<file path="config.mk">
export PLATFORM = sky130hd
export DESIGN_NAME = somador_loadstore_seq_flat
export DESIGN_NICKNAME = d
export VERILOG_FILES = /design/src/rtl/somador_pkg.sv /design/src/rtl/somador_loadstore_seq_if.sv /design/src/rtl/seq_addr_gen.sv /design/src/rtl/somador_loadstore_seq.sv /design/src/flat_wrapper.sv
export SDC_FILE = /design/constraint.sdc
export NUM_CORES = 1
export LEC_CHECK = 0
export CAP_MARGIN = 20
export CORE_MARGIN = 5
export CORE_UTILIZATION = 42
export CTS_CLUSTER_DIAMETER = 80
export DETAILED_ROUTE_END_ITERATION = 10
export HOLD_SLACK_MARGIN = 0.02
export PLACE_DENSITY = 0.76
export SYNTH_ARGS = -nofsm -noshare
export SYNTH_HDL_FRONTEND = slang
export SYNTH_SLANG_ARGS = --single-unit
</file>
<file path="constraint.sdc">
create_clock -name clk -period 3.5 [get_ports clk]
set_input_delay 1.05 -clock clk [delete_from_list [all_inputs] [get_ports clk]]
set_output_delay 1.05 -clock clk [all_outputs]
set_load 0.01 [all_outputs]
</file>
<file path="src/rtl/somador_pkg.sv">
// somador_pkg: shared state encoding and default widths for the load/store sequencer
package somador_pkg;
  localparam int DEF_DATA_W = 8;
  localparam int DEF_ADDR_W = 4;
  typedef enum logic [3:0] {
    INIT, IDLE, RD_A, RD_B, LAT_B, START, WAIT, WRITE, CLR, FIN
  } state_t;
endpackage

</file>
<file path="src/rtl/somador_loadstore_seq_if.sv">
// somador_loadstore_seq_if: control, memory and adder signals of the sequencer
interface somador_loadstore_seq_if
  import somador_pkg::*;
#(
  parameter int DATA_W = DEF_DATA_W,
  parameter int ADDR_W = DEF_ADDR_W
);
  logic go;
  logic [ADDR_W-1:0] base_a, base_b, base_r, count;
  logic mem_rd_en, mem_wr_en;
  logic [ADDR_W-1:0] mem_rd_addr, mem_wr_addr;
  logic [DATA_W-1:0] mem_rd_data, mem_wr_data;
  logic [DATA_W-1:0] op_a, op_b, add_result;
  logic add_start, add_clr, add_done;
  logic busy, done, err;
  modport master (
    output go, base_a, base_b, base_r, count, mem_rd_data, add_done, add_result,
    input mem_rd_en, mem_rd_addr, mem_wr_en, mem_wr_addr, mem_wr_data,
    input op_a, op_b, add_start, add_clr, busy, done, err
  );
  modport slave (
    input go, base_a, base_b, base_r, count, mem_rd_data, add_done, add_result,
    output mem_rd_en, mem_rd_addr, mem_wr_en, mem_wr_addr, mem_wr_data,
    output op_a, op_b, add_start, add_clr, busy, done, err
  );
endinterface

</file>
<file path="src/rtl/seq_addr_gen.sv">
// seq_addr_gen: latched vector bases plus running index; addresses wrap modulo 2^ADDR_W
module seq_addr_gen #(
  parameter int ADDR_W = 4
) (
  input  logic              clk,
  input  logic              rst_n,
  input  logic              load_i,
  input  logic              inc_i,
  input  logic              sel_b_i,
  input  logic [ADDR_W-1:0] base_a_i,
  input  logic [ADDR_W-1:0] base_b_i,
  input  logic [ADDR_W-1:0] base_r_i,
  output logic [ADDR_W-1:0] idx_o,
  output logic [ADDR_W-1:0] rd_addr_o,
  output logic [ADDR_W-1:0] wr_addr_o
);
  logic [ADDR_W-1:0] base_a_q, base_b_q, base_r_q, idx_q;
  always_ff @(posedge clk or negedge rst_n) begin
    if (!rst_n) begin
      base_a_q <= '0;
      base_b_q <= '0;
      base_r_q <= '0;
      idx_q    <= '0;
    end else if (load_i) begin
      base_a_q <= base_a_i;
      base_b_q <= base_b_i;
      base_r_q <= base_r_i;
      idx_q    <= '0;
    end else if (inc_i) begin
      idx_q <= idx_q + ADDR_W'(1);
    end
  end
  assign idx_o     = idx_q;
  assign rd_addr_o = (sel_b_i ? base_b_q : base_a_q) + idx_q;
  assign wr_addr_o = base_r_q + idx_q;
endmodule

</file>
<file path="src/rtl/somador_loadstore_seq.sv">
// somador_loadstore_seq: feeds operand pairs from memory to the adder and stores results.
// Optional SEQ_TIMEOUT_EN bounds the wait for add_done and raises a sticky err.
module somador_loadstore_seq
  import somador_pkg::*;
#(
  parameter int DATA_W  = DEF_DATA_W,
  parameter int ADDR_W  = DEF_ADDR_W,
  parameter int TIMEOUT = 32
) (
  input logic clk,
  input logic RESET,
  somador_loadstore_seq_if.slave bus
);
  state_t state_q;
  logic [ADDR_W-1:0] cnt_q, idx;
  logic [DATA_W-1:0] op_a_q, op_b_q, res_q;
  logic err_q;
`ifdef SEQ_TIMEOUT_EN
  localparam int WC_W = TIMEOUT > 2 ? $clog2(TIMEOUT) : 1;
  logic [WC_W-1:0] wcnt_q;
`endif
  seq_addr_gen #(.ADDR_W(ADDR_W)) u_addr (
    .clk      (clk),
    .rst_n    (RESET),
    .load_i   (state_q == IDLE && bus.go),
    .inc_i    (state_q == CLR),
    .sel_b_i  (state_q == RD_B),
    .base_a_i (bus.base_a),
    .base_b_i (bus.base_b),
    .base_r_i (bus.base_r),
    .idx_o    (idx),
    .rd_addr_o(bus.mem_rd_addr),
    .wr_addr_o(bus.mem_wr_addr)
  );
  always_ff @(posedge clk or negedge RESET) begin
    if (!RESET) begin
      state_q <= INIT;
      cnt_q   <= '0;
      op_a_q  <= '0;
      op_b_q  <= '0;
      res_q   <= '0;
      err_q   <= 1'b0;
`ifdef SEQ_TIMEOUT_EN
      wcnt_q  <= '0;
`endif
    end else begin
      case (state_q)
        INIT:  state_q <= IDLE;
        IDLE: if (bus.go) begin
          cnt_q   <= bus.count;
          err_q   <= 1'b0;
          state_q <= bus.count == '0 ? FIN : RD_A;
        end
        RD_A:  state_q <= RD_B;
        RD_B: begin
          op_a_q  <= bus.mem_rd_data;
          state_q <= LAT_B;
        end
        LAT_B: begin
          op_b_q  <= bus.mem_rd_data;
          state_q <= START;
        end
        START: begin
`ifdef SEQ_TIMEOUT_EN
          wcnt_q  <= '0;
`endif
          state_q <= WAIT;
        end
        WAIT: if (bus.add_done) begin
          res_q   <= bus.add_result;
          state_q <= WRITE;
        end
`ifdef SEQ_TIMEOUT_EN
        else if (wcnt_q == WC_W'(TIMEOUT - 1)) begin
          err_q   <= 1'b1;
          state_q <= CLR;
        end else wcnt_q <= wcnt_q + WC_W'(1);
`endif
        WRITE: state_q <= CLR;
        // a timed-out batch abandons its remaining operations
        CLR:   state_q <= (err_q || idx + ADDR_W'(1) == cnt_q) ? FIN : RD_A;
        FIN:   state_q <= IDLE;
        default: state_q <= INIT;
      endcase
    end
  end
  assign bus.mem_rd_en   = state_q == RD_A || state_q == RD_B;
  assign bus.mem_wr_en   = state_q == WRITE;
  assign bus.mem_wr_data = res_q;
  assign bus.op_a        = op_a_q;
  assign bus.op_b        = op_b_q;
  assign bus.add_start   = state_q == START;
  assign bus.add_clr     = state_q == INIT || state_q == CLR;
  assign bus.busy        = state_q != IDLE;
  assign bus.done        = state_q == FIN;
  assign bus.err         = err_q;
endmodule

</file>
<file path="src/flat_wrapper.sv">
// flat-port wrapper written by rule: the top's interface ports become plain ports
module somador_loadstore_seq_flat import somador_pkg::*;
#(
  parameter int DATA_W  = DEF_DATA_W,
  parameter int ADDR_W  = DEF_ADDR_W,
  parameter int TIMEOUT = 32
)
  (clk, RESET, bus_go, bus_base_a, bus_base_b, bus_base_r, bus_count, bus_mem_rd_data, bus_add_done, bus_add_result, bus_mem_rd_en, bus_mem_rd_addr, bus_mem_wr_en, bus_mem_wr_addr, bus_mem_wr_data, bus_op_a, bus_op_b, bus_add_start, bus_add_clr, bus_busy, bus_done, bus_err);
  somador_loadstore_seq_if #(.DATA_W(DATA_W), .ADDR_W(ADDR_W)) bus_i ();
  input logic clk;
  input logic RESET;
  input wire logic [$bits(bus_i.go)-1:0] bus_go;
  input wire logic [$bits(bus_i.base_a)-1:0] bus_base_a;
  input wire logic [$bits(bus_i.base_b)-1:0] bus_base_b;
  input wire logic [$bits(bus_i.base_r)-1:0] bus_base_r;
  input wire logic [$bits(bus_i.count)-1:0] bus_count;
  input wire logic [$bits(bus_i.mem_rd_data)-1:0] bus_mem_rd_data;
  input wire logic [$bits(bus_i.add_done)-1:0] bus_add_done;
  input wire logic [$bits(bus_i.add_result)-1:0] bus_add_result;
  output wire logic [$bits(bus_i.mem_rd_en)-1:0] bus_mem_rd_en;
  output wire logic [$bits(bus_i.mem_rd_addr)-1:0] bus_mem_rd_addr;
  output wire logic [$bits(bus_i.mem_wr_en)-1:0] bus_mem_wr_en;
  output wire logic [$bits(bus_i.mem_wr_addr)-1:0] bus_mem_wr_addr;
  output wire logic [$bits(bus_i.mem_wr_data)-1:0] bus_mem_wr_data;
  output wire logic [$bits(bus_i.op_a)-1:0] bus_op_a;
  output wire logic [$bits(bus_i.op_b)-1:0] bus_op_b;
  output wire logic [$bits(bus_i.add_start)-1:0] bus_add_start;
  output wire logic [$bits(bus_i.add_clr)-1:0] bus_add_clr;
  output wire logic [$bits(bus_i.busy)-1:0] bus_busy;
  output wire logic [$bits(bus_i.done)-1:0] bus_done;
  output wire logic [$bits(bus_i.err)-1:0] bus_err;
  assign bus_i.go = bus_go;
  assign bus_i.base_a = bus_base_a;
  assign bus_i.base_b = bus_base_b;
  assign bus_i.base_r = bus_base_r;
  assign bus_i.count = bus_count;
  assign bus_i.mem_rd_data = bus_mem_rd_data;
  assign bus_i.add_done = bus_add_done;
  assign bus_i.add_result = bus_add_result;
  assign bus_mem_rd_en = bus_i.mem_rd_en;
  assign bus_mem_rd_addr = bus_i.mem_rd_addr;
  assign bus_mem_wr_en = bus_i.mem_wr_en;
  assign bus_mem_wr_addr = bus_i.mem_wr_addr;
  assign bus_mem_wr_data = bus_i.mem_wr_data;
  assign bus_op_a = bus_i.op_a;
  assign bus_op_b = bus_i.op_b;
  assign bus_add_start = bus_i.add_start;
  assign bus_add_clr = bus_i.add_clr;
  assign bus_busy = bus_i.busy;
  assign bus_done = bus_i.done;
  assign bus_err = bus_i.err;
  somador_loadstore_seq #(.DATA_W(DATA_W), .ADDR_W(ADDR_W), .TIMEOUT(TIMEOUT)) u_core (.clk(clk), .RESET(RESET), .bus(bus_i));
endmodule
</file>
# [Word-level counts from Yosys, hierarchy flattened]
# Cells that the tools add are included.
[totals] ff_bits=48 latch_bits=0 ram_bits=0 rom_bits=0 elab_cells=43 n_memories=0
[op_classes] addsub=3 n_mul=0 n_div=0 n_lt_le_gt_ge=0 n_eq_ne=13 shift=0 n_mux=8 bitwise_logic=0 n_reduce_logical=10
[op_table] op="$pmux W4 S9" count=1
[op_table] op="$mux W4" count=7
[op_table] op="$eq A4 B3 Y1 const B" count=4
[op_table] op="$add A4 B4 Y4" count=2
[op_table] op="$eq A4 B2 Y1 const B" count=2
[op_table] op="$eq A4 B4 Y1 const B" count=2
[op_table] op="$logic_not A4 Y1" count=2
[op_table] op="$reduce_and A2 Y1" count=3
[op_table] op="$add A4 B1 Y4 const B" count=1
[op_table] op="$eq A4 B1 Y1 const B" count=1
[op_table] op="$eq A4 B4 Y1" count=1
[op_table] op="$ne A2 B2 Y1 const B" count=2
[op_table] op="$ne A4 B1 Y1 const B" count=1
[op_table] op="$logic_or A1 B1 Y1" count=2
[op_table] op="$reduce_bool A2 Y1" count=1
[op_table] op="$reduce_or A2 Y1" count=1
[op_table] op="$logic_and A1 B1 Y1" count=1

# [Longest topological paths before layout]
[logic_depth] ltp_word=4 ltp_mapped=9 mapped_depth_nobuf=7

# [By module]
# From an unflattened synthesis, not the netlist that was laid out.
[unflattened] cells_unflattened=182 area_unflattened_um2=2391.0
[modules_own_cells] mod="somador_loadstore_seq" n_inst=1 cells_per_inst=115 area_each_um2=1515.2 seq_area_each_um2=800.8
[modules_own_cells] mod="seq_addr_gen" n_inst=1 cells_per_inst=67 area_each_um2=875.8 seq_area_each_um2=400.4

# [Least setup slack after synthesis]
# No wires, ideal clock.
[synth_path] kind="register to output" from="reg u_core.state_q[3]" to="out bus_mem_rd_addr[3]" arrival_time_ns=2.364 required_time_ns=2.450 setup_slack_ns=0.086 stages_incl_launch_ff=10 n_path_buf=2 path_cell_list="dfrtp_1 -> buf_6 -> nor4bb_4 -> buf_4 -> mux2_2 -> ha_1 -> a21o_1 -> a21oi_1 -> xnor2_1 -> xnor2_1"
[synth_via] elab_chain_cells=3
[synth_rtl] element="start: declaration" line="somador_loadstore_seq.sv:14" source="state_t state_q;"
[synth_rtl] element="start signal: assignment" line="somador_loadstore_seq.sv:52" source="state_q <= bus.count == '0 ? FIN : RD_A;"
[synth_rtl] element="start signal: assignment" line="somador_loadstore_seq.sv:81" source="CLR: state_q <= (err_q || idx + ADDR_W'(1) == cnt_q) ? FIN : RD_A;"
[synth_rtl] element="$eq A4 B2 Y1" line="somador_loadstore_seq.sv:27" source=".sel_b_i (state_q == RD_B),"
[synth_rtl] element="$mux W4" line="seq_addr_gen.sv:34" source="assign rd_addr_o = (sel_b_i ? base_b_q : base_a_q) + idx_q;"
[synth_rtl] element="$add A4 B4 Y4" line="seq_addr_gen.sv:34"
[synth_rtl] element="end: declaration" line="flat_wrapper.sv:21" source="output wire logic [$bits(bus_i.mem_rd_addr)-1:0] bus_mem_rd_addr;"
# Every way passes these cells.

# [Final worst setup path]
# Same ends and word-level chain as after synthesis.

==> impl_results.html <==
<table>
<tr><th>Metric</th><th>Value</th></tr>
<tr><th colspan="2">Layout</th></tr>
<tr><td>Area growth from synthesis to layout</td><td>40.5%</td></tr>
<tr><td>Cell area after layout</td><td>around 3400 um^2</td></tr>
<tr><td>Filler Cells Inserted</td><td>485</td></tr>
<tr><td>Register Area</td><td>1200 um^2</td></tr>
<tr><td>Area of combinational cells with multiple inputs</td><td>between 1000 and 1500 um^2</td></tr>
<tr><td>Number of nets in the final layout</td><td>342</td></tr>
<tr><td>Fraction of layout cells with a size suffix above 1</td><td>0.198</td></tr>
<tr><td>Antenna Diode Count</td><td>0</td></tr>
<tr><th colspan="2">GRT</th></tr>
<tr><td>Number of antenna violations at the first check in global routing</td><td>0</td></tr>
<tr><td>Number of global-route vias before repair</td><td>1847</td></tr>
<tr><td>Overall routing resource usage</td><td>0.152</td></tr>
<tr><td>Gr ovfl total</td><td>0</td></tr>
<tr><td>Wire length of the first global-routing pass</td><td>8840 um</td></tr>
<tr><td>Pin count of the biggest net entering global routing</td><td>49</td></tr>
<tr><th colspan="2">Yosys</th></tr>
<tr><td>Most used standard cells in the synthesized netlist</td><td>nand2_1, dfrtp_1, mux2_2</td></tr>
<tr><td>Fraction of registers with async set/reset</td><td>1.00</td></tr>
<tr><td>Number of synthesized flops with an enable pin</td><td>0</td></tr>
<tr><td>Yosys top cell area share</td><td>0.501</td></tr>
<tr><td>Library cell with the largest summed area after synthesis</td><td>dfrtp_1</td></tr>
<tr><td>Netlist cell types</td><td>34</td></tr>
<tr><td>Mapped Cells</td><td>216</td></tr>
<tr><td>Post-Syn Area per Cell</td><td>11.1 um^2</td></tr>
<tr><td>Sequential element share of the synthesized area</td><td>0.501</td></tr>
<tr><td>Netlist area before placement</td><td>2400 um^2</td></tr>
<tr><td>Net count after synthesis</td><td>261</td></tr>
<tr><td>Synth Flop Type</td><td>dfrtp_1</td></tr>
<tr><td>Yosys reg bits</td><td>48</td></tr>
<tr><td>Leading post-synthesis cells by cell area</td><td>dfrtp_1, mux2_2, nand2_1</td></tr>
<tr><td>Most frequent cell after synthesis</td><td>nand2_1</td></tr>
<tr><td>Yosys warning count</td><td>0</td></tr>
<tr><th colspan="2">Critical path</th></tr>
<tr><td>Worst r2r src</td><td>u_core.state_q[3]$_DFFE_PN0P_</td></tr>
<tr><td>Logic depth of the worst register-to-register path</td><td>5</td></tr>
<tr><td>End point of the critical path</td><td>bus_mem_rd_addr[3]</td></tr>
<tr><td>Arrival time of data at the critical path endpoint</td><td>about 2500 ps</td></tr>
<tr><td>CP required</td><td>2450 ps</td></tr>
<tr><td>Maximum fanout along the worst path</td><td>4</td></tr>
<tr><td>Worst setup slack for register-to-register paths</td><td>1590 ps</td></tr>
<tr><td>Capture point of the worst reg-to-reg path</td><td>u_core.u_addr.base_b_q[2]$_DFFE_PN0P_</td></tr>
<tr><td>Critical path type</td><td>reg2out</td></tr>
<tr><td>Endpoint type of the worst setup path</td><td>output pin</td></tr>
<tr><td>CP Launch Type</td><td>flop</td></tr>
<tr><td>Setup crit start</td><td>u_core.state_q[3]$_DFFE_PN0P_</td></tr>
<tr><th colspan="2">Place</th></tr>
<tr><td>Setup slack after placement</td><td>-219 ps</td></tr>
<tr><td>Placed inst area</td><td>3210 um^2</td></tr>
<tr><td>HPWL after DPL</td><td>slightly below 4000 um</td></tr>
<tr><td>Final Wtd Congestion</td><td>0.849</td></tr>
<tr><td>Number of port buffers</td><td>73</td></tr>
<tr><th colspan="2">Timing</th></tr>
<tr><td>Transition at the pin with the smallest max-transition slack</td><td>between 700 and 800 ps</td></tr>
<tr><td>Worst Slack Setup Final</td><td>1.86 ps</td></tr>
<tr><td>Aggregate negative setup slack</td><td>0 ps</td></tr>
<tr><td>Maximum achievable frequency</td><td>286 MHz</td></tr>
<tr><td>Worst slew margin relative to its limit</td><td>0.509</td></tr>
<tr><td>Total setup violations reported at the end of the flow</td><td>0</td></tr>
<tr><td>Tmin final</td><td>3500 ps</td></tr>
<tr><td>Number of endpoints with negative hold slack in the final report</td><td>0</td></tr>
<tr><td>RSZ-0062 raised after global routing</td><td>yes</td></tr>
<tr><td>Count of final max-slew check failures</td><td>0</td></tr>
<tr><td>Final clock skew</td><td>8.03 ps</td></tr>
<tr><td>Fraction of the cycle the final worst path needs</td><td>0.999</td></tr>
<tr><th colspan="2">CTS</th></tr>
<tr><td>Clock transition time at the flip-flop clock pins of the worst setup and hold paths</td><td>90 ps</td></tr>
<tr><td>Level count of the clock H-tree</td><td>2</td></tr>
<tr><td>Worst-Skew Late Latency</td><td>300 ps</td></tr>
<tr><td>CTS tree</td><td>done</td></tr>
<tr><td>Worst-case clock buffer depth</td><td>2</td></tr>
<tr><td>CTS Root Cell</td><td>clkbuf_8</td></tr>
<tr><td>Hold buffer count at CTS</td><td>0</td></tr>
<tr><td>TritonCTS buffer count</td><td>5</td></tr>
<tr><td>Clock sink total</td><td>48</td></tr>
<tr><th colspan="2">Detailed routing</th></tr>
<tr><td>Vias</td><td>1821</td></tr>
<tr><td>DRC errors left</td><td>0</td></tr>
<tr><td>Detail-routed via count per cell</td><td>4.92</td></tr>
<tr><td>Violation count after the first detailed-routing iteration</td><td>90</td></tr>
<tr><td>Antenna Violating Nets Remaining</td><td>0</td></tr>
<tr><td>Routed wire per std cell</td><td>14.3 um</td></tr>
<tr><td>Initial DRT Pass Iterations</td><td>4</td></tr>
<tr><td>Total wire length after detailed routing</td><td>5300 um</td></tr>
<tr><th colspan="2">Die</th></tr>
<tr><td>Core Box Area</td><td>5540 um^2</td></tr>
<tr><td>Overall die area</td><td>~7300 um^2</td></tr>
<tr><td>Num ports</td><td>75</td></tr>
<tr><td>Vertical extent of the die</td><td>85.6 um</td></tr>
<tr><td># rows</td><td>27</td></tr>
<tr><td>Die extent in x</td><td>around 86 um</td></tr>
<tr><td>Starting utilization of the core area</td><td>0.433</td></tr>
<tr><th colspan="2">Pwr</th></tr>
<tr><td>Highest ir drop seen on vdd</td><td>453 uV</td></tr>
<tr><td>Power density over the cells</td><td>903 nW/um^2</td></tr>
<tr><td>Leak Pwr</td><td>1.52 nW</td></tr>
<tr><th colspan="2">Run status</th></tr>
<tr><td>Run status</td><td>finished, final reports clean</td></tr>
<tr><th colspan="2">Flow run</th></tr>
<tr><td>Count of maximum capacitance violations</td><td>0</td></tr>
<tr><th colspan="2">Hold path</th></tr>
<tr><td>Hold/Removal Path Class</td><td>reg2reg</td></tr>
</table>
==> metal layers <==
layer  wire length [um]  global-route usage
met1               2230               0.193
met2               2620               0.244
met3                360              0.0432
met4                 89              0.0604
met5                  0                   0
==> cell usage in the layout, fill, tap and decap left out, drive strengths merged, types with 3 or more instances in the layout <==
cell type and instances:
inv 7, dfrtp 48, xnor2 9, nor3b 3, clkbuf 6, a21oi 6, nand2b 4, mux2 27
clkdlybuf4s50 68, nor2 13, xor2 7, buf 14, nand2 51, ha 7, nor3 4
==> critical path, cell delays in order, from the launching register on <==
cell,delay (ps)
dfrtp_1,420
nor4bb_4,280
buf_4,180
mux2_4,320
ha_4,210
a21o_1,190
a21oi_2,130
xnor2_1,140
xnor2_1,130
buf_2,150
==> through the flow <==
step	utilization	hold slack (ps)	instances	power [mW]
floorplan	-	440	216	1.93
global placement	0.579	463	360	2.67
detailed placement	0.579	458	360	2.70
CTS	0.598	479	369	3.05
global route	0.608	517	370	3.27
finish	0.608	488	370	3.04
==> area by class of cell <==
| class | instances | area share |
|---|---|---|
| Clock inverter | 2 | 0.00408 |
| Timing Repair Buffer | 83 | 0.242 |
| Inverter | 6 | 0.00668 |
| Multi-Input combinational cell | 153 | 0.340 |
| Clock buffer | 6 | 0.0245 |
| Sequential cell | 48 | 0.356 |
| Tap cell | 72 | 0.0267 |
==> logic make-up (layout without fill, tap and decap cells) <==
| group | after synthesis | count (layout) | synth area share |
|---|---|---|---|
| AOI/OAI and AO/OA | 14 | 14 | 0.0355 |
| xor gates and xnor gates | 16 | 16 | 0.0584 |
| adders and majority gates | 9 | 9 | 0.0532 |
| buffers and inverters | 15 | 97 | 0.0376 |
| DFF | 48 | 48 | 0.501 |
| muxes | 28 | 28 | 0.131 |
| other | 1 | 1 | 0.00156 |
| and+or+nand+nor | 85 | 85 | 0.182 |
==> power breakdown <==
part | switching, mW | leakage (nW) | internal [mW]
clock | 0.188 | 0.0516 | 0.162
sequential | 0.180 | 0.593 | 0.819
combinational | 0.733 | 0.875 | 0.959
total | 1.10 | 1.52 | 1.94
==> how the worst min path moves through the flow <==
stage,startpoint,to,cells after the start
finish,u_core.u_addr.base_a_q[0]$_DFFE_PN0P_,u_core.u_addr.base_a_q[0]$_DFFE_PN0P_,2
detailed placement,u_core.u_addr.base_b_q[0]$_DFFE_PN0P_,u_core.u_addr.base_b_q[0]$_DFFE_PN0P_,2
floorplan,u_core.u_addr.base_b_q[0]$_DFFE_PN0P_,u_core.u_addr.base_b_q[0]$_DFFE_PN0P_,2
global placement,u_core.u_addr.base_a_q[1]$_DFFE_PN0P_,u_core.u_addr.base_a_q[1]$_DFFE_PN0P_,2
global route,u_core.u_addr.base_a_q[0]$_DFFE_PN0P_,u_core.u_addr.base_a_q[0]$_DFFE_PN0P_,2
CTS,u_core.u_addr.base_b_q[0]$_DFFE_PN0P_,u_core.u_addr.base_b_q[0]$_DFFE_PN0P_,2
==> registers in the layout (all words and copies together) (netlist names) <==
| name | count |
|---|---|
| u_core.bus.mem_wr_data | 8 |
| u_core.bus.op_a | 8 |
| u_core.bus.op_b | 8 |
| u_core.cnt_q | 4 |
| u_core.state_q | 4 |
| u_core.u_addr.base_a_q | 4 |
| u_core.u_addr.base_b_q | 4 |
| u_core.u_addr.base_r_q | 4 |
| u_core.u_addr.idx_o | 4 |
==> what timing repair did <==
action / CTS / global route
resized for setup: 14 / 6
setup endpoints to repair: 3 / 4
buffers inserted: 1 / 0
pin swaps: 2 / 6
Power figures use the tool's default switching activity.
